[config.mk]
export PLATFORM = sky130hd
export DESIGN_NAME = ex_mem_pipe_stage
export DESIGN_NICKNAME = d
export VERILOG_FILES = /design/src/rtl/pipe_pkg.sv /design/src/rtl/pipe_skid_buf.sv /design/src/rtl/ex_mem_pipe_stage.sv
export SDC_FILE = /design/constraint.sdc
export NUM_CORES = 1
export LEC_CHECK = 0
export ABC_AREA = 1
export BUFFER_PORTS_ARGS = -buffer_cell sky130_fd_sc_hd__clkbuf_2
export CELL_PAD_IN_SITES_DETAIL_PLACEMENT = 1
export CELL_PAD_IN_SITES_GLOBAL_PLACEMENT = 2
export CORE_MARGIN = 2
export CORE_UTILIZATION = 26
export DETAILED_ROUTE_END_ITERATION = 7
export GPL_TIMING_DRIVEN = 0
export PLACE_DENSITY_LB_ADDON = 0.1
export SKIP_LAST_GASP = 1
export SLEW_MARGIN = 20
export SYNTH_ARGS = -nofsm -noshare
export SYNTH_HDL_FRONTEND = slang
export SYNTH_SLANG_ARGS = --single-unit
[constraint.sdc]
create_clock -name clk -period 1.3 [get_ports clk]
set_input_delay 0 -clock clk [delete_from_list [all_inputs] [get_ports clk]]
set_output_delay 0 -clock clk [all_outputs]
set_load 0.01 [all_outputs]
[src/rtl/pipe_pkg.sv]
`default_nettype none
// ============================================================================
//  Module      : pipe_pkg
//  Description : Shared types and constants for the EX->MEM pipeline slice:
//                control-bit struct and the packed payload width helper.
//  Revision    : 1.0 - initial release
// ============================================================================
package pipe_pkg;

    // Memory/write-back control bits carried alongside the EX result
    typedef struct packed {
        logic MR;    // memory read
        logic MW;    // memory write
        logic MReg;  // write-back mux selects memory data
        logic EnRW;  // register-file write enable
    } exmem_ctrl_t;

    localparam int unsigned c_EXMEM_CTRL_W = $bits(exmem_ctrl_t);

    // Width of the packed payload {ALU, RD2, WN, ctrl} for given field widths
    function automatic int unsigned exmem_payload_w(input int unsigned data_w,
                                                    input int unsigned reg_aw);
        return 2 * data_w + reg_aw + c_EXMEM_CTRL_W;
    endfunction

endpackage
`default_nettype wire

[src/rtl/pipe_skid_buf.sv]
`default_nettype none
// ============================================================================
//  Module      : pipe_skid_buf
//  Description : Generic 2-entry skid buffer (main entry M drives the output,
//                skid entry S absorbs one beat under backpressure). in_ready
//                is registered so no combinational path runs from out_ready.
//                flush invalidates both entries; payload registers keep data.
//  Revision    : 1.0 - initial release
// ============================================================================
module pipe_skid_buf #(
    parameter int unsigned W = 8
) (
    input  logic         clk,
    input  logic         reset,
    input  logic         flush,
    input  logic         in_valid,
    output logic         in_ready,
    input  logic [W-1:0] in_data,
    output logic         out_valid,
    input  logic         out_ready,
    output logic [W-1:0] out_data
);

    logic         r_m_valid;
    logic         r_s_valid;
    logic [W-1:0] r_m_data;
    logic [W-1:0] r_s_data;
    logic         r_in_ready;

    logic w_accept;
    logic w_release;
    logic w_s_valid_nxt;

    assign w_accept  = in_valid & r_in_ready;
    assign w_release = r_m_valid & out_ready;

    // S stays occupied unless drained into M; it fills only when M is held
    assign w_s_valid_nxt = r_s_valid ? ~w_release
                                     : (w_accept & r_m_valid & ~w_release);

    // Entry movement: S->M on release, otherwise fill M first, then S
    always_ff @(posedge clk) begin
        if (reset) begin
            r_m_valid  <= 1'b0;
            r_s_valid  <= 1'b0;
            r_m_data   <= '0;
            r_s_data   <= '0;
            r_in_ready <= 1'b1;
        end else if (flush) begin
            r_m_valid  <= 1'b0;
            r_s_valid  <= 1'b0;
            r_in_ready <= 1'b1;
        end else begin
            if (w_release && r_s_valid) begin
                r_m_data  <= r_s_data;
                r_m_valid <= 1'b1;
                r_s_valid <= 1'b0;
            end else if (w_accept && (!r_m_valid || w_release)) begin
                r_m_data  <= in_data;
                r_m_valid <= 1'b1;
            end else if (w_accept) begin
                r_s_data  <= in_data;
                r_s_valid <= 1'b1;
            end else if (w_release) begin
                r_m_valid <= 1'b0;
            end
            r_in_ready <= ~w_s_valid_nxt;
        end
    end

    assign in_ready  = r_in_ready;
    assign out_valid = r_m_valid;
    assign out_data  = r_m_data;

endmodule
`default_nettype wire

[src/rtl/ex_mem_pipe_stage.sv]
`default_nettype none
// ============================================================================
//  Module      : ex_mem_pipe_stage
//  Description : EX->MEM pipeline register with valid/ready handshake,
//                2-entry skid buffer, flush, and control gating so that a
//                bubble never writes memory or the register file.
//                Optional performance counters when EX_MEM_PIPE_PERF_EN is
//                defined (stall_cnt, bubble_cnt, flush_cnt).
//  Revision    : 1.0 - initial release
// ============================================================================
module ex_mem_pipe_stage
    import pipe_pkg::*;
#(
    parameter int unsigned DATA_W = 32,
    parameter int unsigned REG_AW = 4,
    parameter int unsigned CNT_W  = 16
) (
    input  logic              clk,
    input  logic              reset,
    input  logic              flush,
    input  logic              in_valid,
    output logic              in_ready,
    input  logic [DATA_W-1:0] ALU_in,
    input  logic [DATA_W-1:0] RD2_in,
    input  logic [REG_AW-1:0] WN_in,
    input  logic              MR_in,
    input  logic              MW_in,
    input  logic              MReg_in,
    input  logic              EnRW_in,
    output logic              out_valid,
    input  logic              out_ready,
    output logic [DATA_W-1:0] ALU_out,
    output logic [DATA_W-1:0] RD2_out,
    output logic [REG_AW-1:0] WN_out,
    output logic              MR_out,
    output logic              MW_out,
    output logic              MReg_out,
`ifdef EX_MEM_PIPE_PERF_EN
    output logic              EnRW_out,
    output logic [CNT_W-1:0]  stall_cnt,
    output logic [CNT_W-1:0]  bubble_cnt,
    output logic [CNT_W-1:0]  flush_cnt
`else
    output logic              EnRW_out
`endif
);

    localparam int unsigned c_PAYLOAD_W = exmem_payload_w(DATA_W, REG_AW);

    exmem_ctrl_t             w_ctrl_in;
    exmem_ctrl_t             w_ctrl_out;
    logic [c_PAYLOAD_W-1:0]  w_pl_in;
    logic [c_PAYLOAD_W-1:0]  w_pl_out;
    logic                    w_in_ready;
    logic                    w_out_valid;

    assign w_ctrl_in = '{MR: MR_in, MW: MW_in, MReg: MReg_in, EnRW: EnRW_in};
    assign w_pl_in   = {ALU_in, RD2_in, WN_in, w_ctrl_in};

    pipe_skid_buf #(
        .W (c_PAYLOAD_W)
    ) u_skid (
        .clk       (clk),
        .reset     (reset),
        .flush     (flush),
        .in_valid  (in_valid),
        .in_ready  (w_in_ready),
        .in_data   (w_pl_in),
        .out_valid (w_out_valid),
        .out_ready (out_ready),
        .out_data  (w_pl_out)
    );

    assign {ALU_out, RD2_out, WN_out, w_ctrl_out} = w_pl_out;

    assign in_ready  = w_in_ready;
    assign out_valid = w_out_valid;

    // Control bits only take effect for a valid beat
    assign MR_out   = w_ctrl_out.MR   & w_out_valid;
    assign MW_out   = w_ctrl_out.MW   & w_out_valid;
    assign MReg_out = w_ctrl_out.MReg & w_out_valid;
    assign EnRW_out = w_ctrl_out.EnRW & w_out_valid;

`ifdef EX_MEM_PIPE_PERF_EN
    localparam logic [CNT_W-1:0] c_CNT_ONE = {{(CNT_W-1){1'b0}}, 1'b1};

    logic [CNT_W-1:0] r_stall_cnt;
    logic [CNT_W-1:0] r_bubble_cnt;
    logic [CNT_W-1:0] r_flush_cnt;
    logic             w_flush_hit;

    // A flush counts only if it killed a held beat (not one released this
    // edge), a skid beat (in_ready low), or a beat accepted this edge
    assign w_flush_hit = flush & ((w_out_valid & ~out_ready) | ~w_in_ready |
                                  (in_valid & w_in_ready));

    // Saturating event counters
    always_ff @(posedge clk) begin
        if (reset) begin
            r_stall_cnt  <= '0;
            r_bubble_cnt <= '0;
            r_flush_cnt  <= '0;
        end else begin
            if (w_out_valid && !out_ready && !(&r_stall_cnt))
                r_stall_cnt <= r_stall_cnt + c_CNT_ONE;
            if (!w_out_valid && !(&r_bubble_cnt))
                r_bubble_cnt <= r_bubble_cnt + c_CNT_ONE;
            if (w_flush_hit && !(&r_flush_cnt))
                r_flush_cnt <= r_flush_cnt + c_CNT_ONE;
        end
    end

    assign stall_cnt  = r_stall_cnt;
    assign bubble_cnt = r_bubble_cnt;
    assign flush_cnt  = r_flush_cnt;
`endif

endmodule
`default_nettype wire

After elaboration in Yosys (flattened, before gate mapping)
Cells that the tools add are included.
Storage, ports and cells
  register bits after elaboration: 147
  logic and storage cells: 38
  output and inout bits: 74
  RAM bits: 0
  latch bits: 0
  memories kept: 0
  ROM bits: 0
Cells by class
  reduce and logical (&&, ||, !) cells: 12
  shifts and indexed selects: 0
  $add $sub $neg: 0
  bitwise logic cells: 13
  div/mod/pow operators: 0
  eq/ne operators: 1
  muxes and demuxes: 7
  order comparisons: 0
  $mul: 0
Operator list (count)
  72-bit 2-to-1 mux: 2
  1-bit AND: 8
  2-bit AND reduction: 3
  1-bit 2-to-1 mux: 5
  1-bit NOT: 5
  4-bit AND reduction: 1
  3-bit != test, second input constant: 1
  3-bit nonzero test: 1
  3-bit OR reduction: 1
  1-bit logical AND: 2
  2-bit nonzero test: 1
  2-bit OR reduction: 1
  1-bit logical NOT: 1
  1-bit logical OR: 1

Longest topological paths before layout
Gate-level depths: netlist of run 1.
  word-level depth: 5
  mapped depth: 8
  depth with buffers taken out: 7

By module
Synthesis of run 1 repeated with hierarchy kept, for this count alone.
Unflattened totals
  cell total of the unflattened synthesis: 1249
  area, all modules: 7400.8 um2
Modules (own cells, without submodules)
  pipe_skid_buf: times used 1, area an instance 7370.8 um2, cells an instance 1241
  ex_mem_pipe_stage: times used 1, area an instance 30.0 um2, cells an instance 8

Least setup slack after synthesis of run 1
Ideal clock, no wire load.
  path kind: reg2reg
  start point: register u_skid.r_m_valid (netlist: u_skid.out_valid)
  end point: register u_skid.r_m_data[11] (netlist: u_skid.out_data[11])
  path buffers: 3
  clock period less this slack: 1.344 ns
  setup time: 0.113 ns
  stages on the path, launching flop included: 9
  slack: -0.044 ns
  required time: 1.187 ns
  arrival time: 1.232 ns
  cells stage by stage: dfxtp_1 -> buf_4 -> nand2_2 -> nand2_1 -> nand3_2 -> buf_6 -> buf_4 -> nor2_1 -> nor2_1
Between the ends
  longest elaborated chain between the ends: 5
  elaborated cells on any way between the ends: 8
  those cells by class: mux: 1; bitwise: 1; reduce/logical: 6
Ends and longest elaborated chain
  start: declaration: line pipe_skid_buf.sv:24  | logic r_m_valid;
  start signal: assignment: line pipe_skid_buf.sv:44  | r_m_valid <= 1'b0;
  start signal: assignment: line pipe_skid_buf.sv:50  | r_m_valid <= 1'b0;
  start signal: assignment: line pipe_skid_buf.sv:56  | r_m_valid <= 1'b1;
  1-bit AND or 1-bit logical NOT (tied branches): line pipe_skid_buf.sv:35, pipe_skid_buf.sv:58
  1-bit logical OR: line pipe_skid_buf.sv:58  | end else if (w_accept && (!r_m_valid || w_release)) begin
  1-bit logical AND: line pipe_skid_buf.sv:58
  2-bit nonzero test (no line)
  2-bit AND reduction (no line)
  end signal: assignment: line pipe_skid_buf.sv:55  | r_m_data <= r_s_data;
  end signal: assignment: line pipe_skid_buf.sv:59  | r_m_data <= in_data;
  end: declaration: line pipe_skid_buf.sv:26  | logic [W-1:0] r_m_data;
Parallel ways exist; a longest one is shown, timed or not.
A chain may end at the register's enable or synchronous reset.

Worst setup path after layout of run 1
  start point: register u_skid.r_m_valid (netlist: u_skid.out_valid)
  end point: register u_skid.r_s_data[30]
Between the ends
  longest elaborated chain between the ends: 5
  elaborated cells on any way between the ends: 8
  those cells by class: bitwise: 3; reduce/logical: 5
Ends and longest elaborated chain
  1-bit AND or 1-bit logical NOT (tied branches): line pipe_skid_buf.sv:35, pipe_skid_buf.sv:58
  1-bit logical OR: line pipe_skid_buf.sv:58
  1-bit logical AND: line pipe_skid_buf.sv:58
  1-bit NOT (no line)
  4-bit AND reduction (no line) (*)
  end signal: assignment: line pipe_skid_buf.sv:62  | r_s_data <= in_data;
  end: declaration: line pipe_skid_buf.sv:27  | logic [W-1:0] r_s_data;
Every way passes the cells marked *; elsewhere a longest branch is shown, timed or not.

==> results of run 1 <==
-- per-layer routing --
layer	wire, um	track usage	up-vias
met5	13	0	-
met4	367	0.0400	2
met3	721	0.0280	24
met2	12400	0.281	105
met1	12800	0.211	3589
li1	-	-	4248
-- stage by stage --
step | util | total power, mW | TNS [ns] | std cells | hold WS, ns
floorplan | - | 5.88 | 0 | 1318 | 0.148
global placement | 0.303 | 6.43 | -55.55 | 1864 | 0.294
detailed placement | 0.303 | 6.44 | -56.39 | 1864 | 0.295
CTS | 0.360 | 12.4 | -5.00 | 1979 | -0.0256
global route | 0.379 | 12.9 | -24.20 | 1993 | 0.0114
finish | 0.379 | 12.3 | -11.33 | 1993 | 0.00768
-- synthesized netlist by cell type --
library cell	n	area, um^2
nand3_2	2	20.0
nand2_1	512	1920
buf_2	25	125
a31oi_1	1	6.26
dfxtp_1	147	2940
buf_6	1	11.3
nand2_2	2	12.5
clkbuf_1	12	45.0
buf_1	16	60.1
nor2_4	1	11.3
inv_2	2	7.51
nand3b_1	72	541
buf_4	82	616
nor2_1	220	826
inv_1	223	837
-- cell families (layout without fill, tap and decap cells) --
logic type,Yosys count,in the layout,share of synthesized area
AO/OA/AOI/OAI,1,1,0.000784
buffers and inverters,361,640,0.213
flip-flops,147,147,0.369
AND/OR/NAND/NOR,809,809,0.417
-- critical path, stage by stage (launching register included) --
cell       delay [ns]
dfxtp_2          0.34
buf_6            0.13
nand2_4          0.08
nor2_4           0.13
buf_12           0.14
buf_12           0.15
clkbuf_16        0.15
nand3b_1         0.07
nand2_1          0.08
nor2_1           0.04
-- worst paths after layout --
kind                  startpoint                  end  slack (ns)
min                    out_ready     u_skid.out_valid       0.008
max             u_skid.out_valid  u_skid.r_s_data[30]       -0.13
max reg2reg     u_skid.out_valid  u_skid.r_s_data[30]       -0.13
min reg2reg  u_skid.r_s_data[29]  u_skid.r_s_data[29]        0.51
-- where the power goes --
group | switching, mW | internal [mW] | total (mW)
Combinational | 0.951 | 0.946 | 1.90
Clock | 2.17 | 3.40 | 5.57
Sequential | 0.0977 | 4.70 | 4.79
Total | 3.22 | 9.04 | 12.3
-- state kept, by name (all words and copies together), names as in the netlist --
| register | flops |
|---|---|
| u_skid.in_ready | 1 |
| u_skid.r_s_valid | 1 |
| u_skid.r_s_data | 72 |
| u_skid.out_data | 72 |
| u_skid.out_valid | 1 |
-- final cells by class --
cell class / count / area [um^2] / share of cell area
clock inverter: 13 / 210 / 0.0182
timing repair buffer: 248 / 1900 / 0.164
clock buffer: 18 / 429 / 0.0372
inverter: 225 / 847 / 0.0734
sequential: 147 / 2950 / 0.255
multi-input combinational: 810 / 3560 / 0.309
buffer: 136 / 1160 / 0.100
tap: 396 / 495 / 0.0429
-- what timing repair did --
action,in CTS,in global routing
pin swaps,3,6
resized for setup,89,97
gates cloned,0,10
setup buffers,9,4
hold buffers,75,0
endpoints found under the setup margin,146,150
endpoints found under the hold margin,147,0
==> summary.md, run 1 <==
| Metric | Value |
|---|---|
| Routed Wire Length | `~26 mm` |
| # DRC | `0` |
| Vias in the first global route | `between 7000 and 8000` |
| H-tree lvl count | `4` |
| Pwr/cell area | `about 1100 nW/um^2` |
| Netlist cell types | `15` |
| Yosys warns | `0` |
| Post-DP Area | `9230 um^2` |
| Fmax | `701 MHz` |
| Syn Inst Count | `between 1000 and 1500` |
| Pre-CTS setup slack | `-0.513 ns` |
| CTS Sinks | `approximately 150` |
| GR Util All Layers | `0.163` |
| Synthesized cell area | `between 7000 and 8000 um^2` |
| Failing checks | `negative setup slack` |
| Outcome | `complete, but fails checks` |
| Cell Rows | `64` |
| Wire per inst | `about 13 um` |
| Post-Syn Nets | `roughly 1400` |
| Dpl hpwl | `approximately 17 mm` |
| Fraction of layout cells with a size suffix above 1 | `0.245` |
| RSZ-0062 raised after global routing | `yes` |
| Port-buffer cells | `150` |
| CP Data Required Time | `around 1.6 ns` |
| Final max-slew violation count | `0` |
| Worst Hold Class | `primary input to flip-flop` |
| Vias | `between 7000 and 8000` |
| Final hold vios | `0` |
| # diodes | `0` |
| Grt total ovfl | `0` |
| Leak Pwr | `a little over 6 nW` |
| Crit path DAT | `roughly 1.8 ns` |
| Die Width | `179 um` |
| Critical path fanouts, max | `6` |
| Final period utilization | `1.10` |
| Final setup fails | `150` |
| Tmin final | `1.43 ns` |
| Gp weighted congestion | `approximately 0.7` |
| Commonest non-fill, non-tap cell in the layout | `nand2_1` |
| Post-DRT Antenna Nets | `0` |
| Initial drt markers | `252` |
| CTS tree | `done` |
| Rel. slew slack | `0.585` |
| CP Capture Type | `flip-flop` |
| Root buf cell | `clkbuf_16` |
| Clk Latency, worst-skew pair | `approximately 0.44 ns` |
| CTS Buf Count | `17` |
| CP Launch Type | `flip-flop` |
| Crit Path Class | `flip-flop to flip-flop` |
| Largest net degree at the start of global routing | `17` |
| Most frequent cells in the layout | `nand2_1 (504), inv_1 (220), nor2_1 (168), clkbuf_2 (148), dfxtp_1 (144)` |
| R2R depth | `9` |
| Clk buf depth | `2` |
| Initial antenna violation count | `1` |
| Seq/Total Area, Yosys | `0.369` |
| DR pass1 iterations | `4` |
| Ports | `151` |
| Syn avg cell area | `6.06 um^2` |
| P&R area growth vs syn | `44.6%` |
| Clock Skew | `between 0.01 and 0.015 ns` |
| Chip Height | `~180 um` |
| Nets@finish | `about 1700` |
| First-pass GRT wire length | `around 40 mm` |
| Initial core utilization | `0.262` |
| Worst Max-Slew Pin Slew | `around 0.62 ns` |
| Vias/cell | `roughly 4` |
| Cell area after layout | `~12000 um^2` |
| Max Cap Viol | `0` |
| VDD IR max | `between 0.0006 and 0.0007 V` |
| Reg clk slew, reported paths | `0.06 ns` |
| Hold path depth | `4` |
| Die area | `~32000 um^2` |
| CORE AREA | `~30000 um^2` |
| Synthesized flop and latch total | `about 150` |
| Final WS setup | `-0.126 ns` |
| Fillers | `3974` |
No activity file was read; power rests on OpenSTA's default activity.
==> run 2, diff against run 1 <==
--- a/config.mk
+++ b/config.mk
@@ -14,7 +14,6 @@
 export DETAILED_ROUTE_END_ITERATION = 7
 export GPL_TIMING_DRIVEN = 0
 export PLACE_DENSITY_LB_ADDON = 0.1
-export SKIP_LAST_GASP = 1
 export SLEW_MARGIN = 20
 export SYNTH_ARGS = -nofsm -noshare
 export SYNTH_HDL_FRONTEND = slang
==> run 2 against run 1 <==
Largest cell class unchanged. Combinational power hardly changed. Largest power group unchanged. Via count fell by 0.56%. Sequential power about the same. Final cell count barely moved. The run ends with negative hold slack, negative setup slack left. Worst hold slack worse by 0.0082 ns.
==> summary.md, run 2 (synthesized netlist as in run 1, its figures left out) <==
| Metric | Value |
|---|---|
| Crit Path Class | `flip-flop to flip-flop` |
| Wire per inst | `~13 um` |
| Commonest non-fill, non-tap cell in the layout | `nand2_1` |
| CP top delay family | `buffers and inverters` |
| Cell area after layout | `11600 um^2` |
| Critical path buffers and inverters | `4` |
| Util after Layout | `0.380` |
| Vias/cell | `a little under 4` |
| Worst Hold Class | `primary input to flip-flop` |
| RSZ-0062 raised after global routing | `yes` |
| Cell Rows | `64` |
| # DRC | `0` |
| Placed Cells | `1864` |
| Worst Max-Slew Pin Slew | `0.631 ns` |
| Critical path fanouts, max | `6` |
| Post-DRT Antenna Nets | `0` |
| CP most frequent cell | `buf_12` |
| Clk buf depth | `2` |
| Vias | `between 7000 and 8000` |
| Comb power frac | `0.155` |
| CTS Buf Count | `17` |
| Final period utilization | `1.11` |
| P_int | `about 9.0 mW` |
| Root buf cell | `clkbuf_16` |
| CTS Sinks | `between 100 and 150` |
| VDD IR max | `0.000670 V` |
| CP max stage cell | `dfxtp_2` |
| Clk Latency, worst-skew pair | `between 0.4 and 0.5 ns` |
| Busiest layer in global routing | `met2` |
| Chip Height | `between 150 and 200 um` |
| Tmin final | `1.44 ns` |
| Vias in the first global route | `approximately 7800` |
| H-tree lvl count | `4` |
| Die Width | `about 180 um` |
| Switch Pwr | `between 3 and 4 mW` |
| Sw Share | `0.262` |
| CTS tree | `done` |
| Initial core utilization | `0.262` |
| Largest net degree at the start of global routing | `17` |
| Pwr/cell area | `about 1100 nW/um^2` |
| Leak Pwr | `6.12 nW` |
| Most frequent cells in the layout | `nand2_1 (503), inv_1 (220), nor2_1 (172), clkbuf_2 (146), dfxtp_1 (144)` |
| Met2 usage in global routing | `0.280` |
| Worst path max stage delay | `0.34 ns` |
| Post-DP Area | `9230 um^2` |
| Port-buffer cells | `150` |
| CP Launch Type | `flip-flop` |
| GR Util All Layers | `0.163` |
| Grt met3 use | `0.0280` |
| Failing checks | `negative hold slack, negative setup slack` |
| Worst Hold Slack | `-0.000495 ns` |
| CP Data Required Time | `approximately 1.6 ns` |
| Die area | `roughly 32000 um^2` |
| Initial drt markers | `236` |
| Routed Wire Length | `around 26 mm` |
| Final cell count without fillers | `1994` |
| CORE AREA | `30400 um^2` |
| Sequential Power Share | `0.391` |
| Fraction of layout cells with a size suffix above 1 | `0.243` |
| Final max-slew violation count | `0` |
| Clk pwr share | `0.454` |
| Final WS setup | `-0.139 ns` |
| Dpl hpwl | `17.4 mm` |
| Grt total ovfl | `0` |
| CP cell instances | `buf_6 -> nand2_4 -> nor2_4 -> buf_12 -> buf_12 -> clkbuf_16 -> nand3b_1 -> nand2_1 -> nor2_1` |
| Max Cap Viol | `0` |
| Final hold vios | `1` |
| Initial antenna violation count | `1` |
| Global Route met1 Usage | `0.211` |
| First-pass GRT wire length | `roughly 40 mm` |
| Clock Skew | `approximately 0.015 ns` |
| Gp weighted congestion | `a little over 0.7` |
| # diodes | `0` |
| P&R area growth vs syn | `45.0%` |
| Outcome | `complete, but fails checks` |
| Rel. slew slack | `0.579` |
| Final setup fails | `150` |
| Reg clk slew, reported paths | `around 0.060 ns` |
| Crit path DAT | `1.77 ns` |
| Ports | `151` |
| Fmax | `695 MHz` |
| Nets@finish | `between 1500 and 2000` |
| DR pass1 iterations | `4` |
| CP Capture Type | `flip-flop` |
-- run 2: changes by cell type in the layout (fill, tap and decap cells not counted), moves of 2 or more --
cell,previous run,this run
clkbuf_2,148,146
nand2_4,3,5
clkbuf_8,0,2
nor2_2,46,42
buf_6,29,33
nor2_1,168,172
-- run 2: tightest hold or removal path, delay by kind of cell --
| family | cells | cell delay [ns] |
|---|---|---|
| AND/OR/NAND/NOR | 1 | 0.10 |
| buffers and inverters | 2 | 0.19 |
| AO/OA/AOI/OAI | 1 | 0.10 |
-- run 2: metrics by stage --
| step | setup slack, ns | hold slack, ns | TNS, ns | total power [mW] |
|---|---|---|---|---|
| floorplan | 0.0157 | 0.148 | 0 | 5.88 |
| global placement | -0.522 | 0.294 | -55.55 | 6.43 |
| detailed placement | -0.513 | 0.295 | -56.39 | 6.44 |
| CTS | -0.0640 | -0.0256 | -4.59 | 12.4 |
| global route | -0.205 | 0.00568 | -23.85 | 12.9 |
| finish | -0.139 | -0.000495 | -11.44 | 12.3 |
-- run 2: what timing repair did --
item	in CTS	in global routing
hold endpoints to repair	147	0
pin swaps	3	4
buffers inserted	9	5
cloned	0	10
resized for setup	104	84
setup endpoints to repair	146	148
hold buffers	75	0
-- run 2: cell type report --
cell class	count	area [um^2]
Clock inverter	13	210
Buffer	136	1160
Clock buffer	18	429
Inverter	225	850
Timing Repair Buffer	249	1910
Sequential cell	147	2950
Tap cell	396	495
Multi-Input combinational cell	810	3560
Fill cell	3964	18900
-- run 2: routing by layer --
layer | wire (um) | share of wire | vias up
li1 | - | - | 4251
met1 | 12800 | 0.49 | 3539
met2 | 12300 | 0.47 | 107
met3 | 814 | 0.031 | 24
met4 | 301 | 0.011 | 2
met5 | 13 | 0.00050 | -
-- run 2: final timing paths --
check	from	end	slack (ns)	cells after the start
worst min register to register	u_skid.r_s_data[29]	u_skid.r_s_data[29]	0.51	4
worst min-delay path	out_ready	u_skid.out_valid	-0.0005	4
worst max-delay path	u_skid.out_valid	u_skid.r_s_data[30]	-0.14	9
worst max register to register	u_skid.out_valid	u_skid.r_s_data[30]	-0.14	9
-- run 2: power groups by stage --
stage / sequential [mW] / clock, mW / combinational, mW
after floorplan: 4.87 / 0 / 1.01
after global placement: 4.89 / 0 / 1.54
after detailed placement: 4.90 / 0 / 1.55
after CTS: 4.79 / 5.77 / 1.82
after global routing: 4.82 / 5.93 / 2.14
final: 4.80 / 5.56 / 1.89
==> run 3, diff against run 2 <==
--- a/config.mk
+++ b/config.mk
@@ -13,7 +13,7 @@
 export CORE_UTILIZATION = 26
 export DETAILED_ROUTE_END_ITERATION = 7
 export GPL_TIMING_DRIVEN = 0
-export PLACE_DENSITY_LB_ADDON = 0.1
+export PLACE_DENSITY = 0.88
 export SLEW_MARGIN = 20
 export SYNTH_ARGS = -nofsm -noshare
 export SYNTH_HDL_FRONTEND = slang
==> run 3 against run 2 <==
Critical path depth fell by 1. Sequential share of layout area fell by 1.7 points. Clock power fell by 3%. First-iteration DRC count down 13%. Utilization grew 2.9 points. Global-route usage is 0.46 points higher. Clock-buffer cell count rose by 2. Worst hold slack gained 0.11 ns. Wire length grew 7.8%. Final cell count up 0.70%. Combinational power rose by 20%. The flow finishes with violations (negative setup slack). Fmax increased by 1.1%.
==> summary.md, run 3 (synthesized netlist as in run 1, its figures left out) <==
| Metric | Value |
|---|---|
| H-tree lvl count | `4` |
| Worst r2r dst | `u_skid.out_data[61]` |
| CTS Sinks | `~150` |
| Wire per inst | `about 14 um` |
| Crit path DAT | `approximately 1.8 ns` |
| Post-DRT Antenna Nets | `0` |
| Gp weighted congestion | `0.736` |
| Util after Layout | `0.409` |
| Final setup fails | `approximately 150` |
| Clk Latency, worst-skew pair | `between 0.4 and 0.5 ns` |
| Cell area after layout | `12400 um^2` |
| First-pass GRT wire length | `41.8 mm` |
| FF+latch area | `2950 um^2` |
| CTS Buf Count | `17` |
| Initial drt markers | `around 210` |
| Critical path fanouts, max | `6` |
| Critical R2R Launch | `u_skid.out_valid` |
| Cell Rows | `64` |
| GR Util All Layers | `0.168` |
| Combined area of the multi-input logic cells | `between 4000 and 5000 um^2` |
| R2R depth | `8` |
| Fillers | `around 3900` |
| Initial antenna violation count | `0` |
| Final hold vios | `0` |
| Fraction of layout cells with a size suffix above 1 | `0.310` |
| Vias in the first global route | `8135` |
| Vias | `between 8000 and 9000` |
| Final cell count without fillers | `between 2000 and 2500` |
| Grt total ovfl | `0` |
| Outcome | `complete, but fails checks` |
| VDD IR max | `0.000839 V` |
| Die Width | `179 um` |
| Vias/cell | `between 4 and 5` |
| Post-DP Area | `just over 9000 um^2` |
| Worst Max-Slew Pin Slew | `~0.7 ns` |
| Failing checks | `negative setup slack` |
| Worst Hold Class | `primary input to flip-flop` |
| RSZ-0062 raised after global routing | `yes` |
| Leak Pwr | `~6.3 nW` |
| Chip Height | `179 um` |
| Hold wc startpoint | `out_ready` |
| Dpl hpwl | `roughly 17 mm` |
| CP Data Required Time | `around 1.7 ns` |
| Reg clk slew, reported paths | `approximately 0.060 ns` |
| Tmin final | `between 1 and 1.5 ns` |
| Max Cap Viol | `0` |
| Final WS setup | `-0.123 ns` |
| Hold path depth | `5` |
| Fmax | `703 MHz` |
| Worst Hold Slack | `0.105 ns` |
| Routed Wire Length | `28.3 mm` |
| Rel. slew slack | `0.534` |
| CP Capture Type | `flip-flop` |
| Clk buf depth | `2` |
| Root buf cell | `clkbuf_16` |
| Most frequent cells in the layout | `nand2_1 (420), inv_1 (223), nor2_1 (155), clkbuf_2 (150), dfxtp_1 (144)` |
| Die area | `about 32000 um^2` |
| Initial core utilization | `0.262` |
| Ports | `between 150 and 200` |
| Final max-slew violation count | `0` |
| Commonest non-fill, non-tap cell in the layout | `nand2_1` |
| DR pass1 iterations | `4` |
| Port-buffer cells | `150` |
| Flop-to-flop setup slack | `-0.12 ns` |
| Largest net degree at the start of global routing | `17` |
| # diodes | `0` |
| Clock Skew | `between 0.01 and 0.015 ns` |
| CP Launch Type | `flip-flop` |
| # DRC | `0` |
| Hold endpoint | `u_skid.out_valid` |
| Final period utilization | `1.09` |
| Pwr/cell area | `between 1000 and 1500 nW/um^2` |
| Placed Cells | `around 1900` |
| Nets@finish | `approximately 1700` |
| CORE AREA | `a little over 30000 um^2` |
| P&R area growth vs syn | `55.9%` |
| Crit Path Class | `flip-flop to flip-flop` |
| CTS tree | `done` |
[run 3: changes by cell type in the layout (fill, tap and decap cells not counted), sizes merged]
cell and change:
clkinvlp +1, buf -1, bufinv -1, clkinv -4, clkbuf +17, inv +2
[run 3: layout make-up]
type                       instances  area share
buffer                           134       0.102
clock buffer                      20      0.0359
clock inverter                    11      0.0143
inverter                         225      0.0679
multi-input combinational        810       0.322
sequential                       147       0.237
tap                              396      0.0398
timing repair buffer             265       0.181
[run 3: repair_timing]
action                                  4_1_cts  5_1_grt
resized for setup                           174      166
setup buffers                                15        4
cloned                                        3       18
endpoints found under the setup margin      146      150
hold buffers                                 75        0
pin swaps                                    10       40
endpoints found under the hold margin       147        0
[run 3: power breakdown]
| group | internal, mW | leakage, nW | switching [mW] | total, mW |
|---|---|---|---|---|
| logic | 1.13 | 4.83 | 1.13 | 2.26 |
| registers | 4.69 | 1.20 | 0.106 | 4.80 |
| clock network | 3.27 | 0.293 | 2.11 | 5.38 |
| total | 9.10 | 6.33 | 3.35 | 12.4 |
[run 3: how the worst max path moves through the flow]
| stage | start | endpoint | cells after the start |
|---|---|---|---|
| floorplan | u_skid.out_valid | u_skid.out_data[11] | 8 |
| global placement | u_skid.out_valid | u_skid.out_data[13] | 8 |
| detailed placement | u_skid.out_valid | u_skid.out_data[13] | 8 |
| CTS | u_skid.out_valid | u_skid.r_s_data[32] | 9 |
| global route | u_skid.out_valid | u_skid.r_s_data[26] | 8 |
| finish | u_skid.out_valid | u_skid.out_data[61] | 8 |
[run 3: worst max-delay path, cell delays in order, from the launching register on]
cell and delay, ns:
dfxtp_4 0.39, nand2_4 0.08, nand2_4 0.07, nand3_4 0.17, buf_12 0.21, clkbuf_16 0.17
nand2_4 0.05, nand2_2 0.05, nor2_1 0.16
[run 3: per-layer routing]
metal | global-route usage | part of all wire
met5 | 0 | 0
met3 | 0.0282 | 0.026
met2 | 0.304 | 0.52
met4 | 0.0531 | 0.020
met1 | 0.200 | 0.44
[run 3: stage by stage]
stage	power (mW)	worst slack (ns)	TNS, ns
4_1_cts	12.3	-0.0928	-6.39
6_report	12.4	-0.123	-5.84
5_1_grt	13.0	-0.199	-16.31
2_1_floorplan	5.88	0.0157	0
3_3_place_gp	6.41	-0.488	-52.55
3_5_place_dp	6.44	-0.504	-55.68
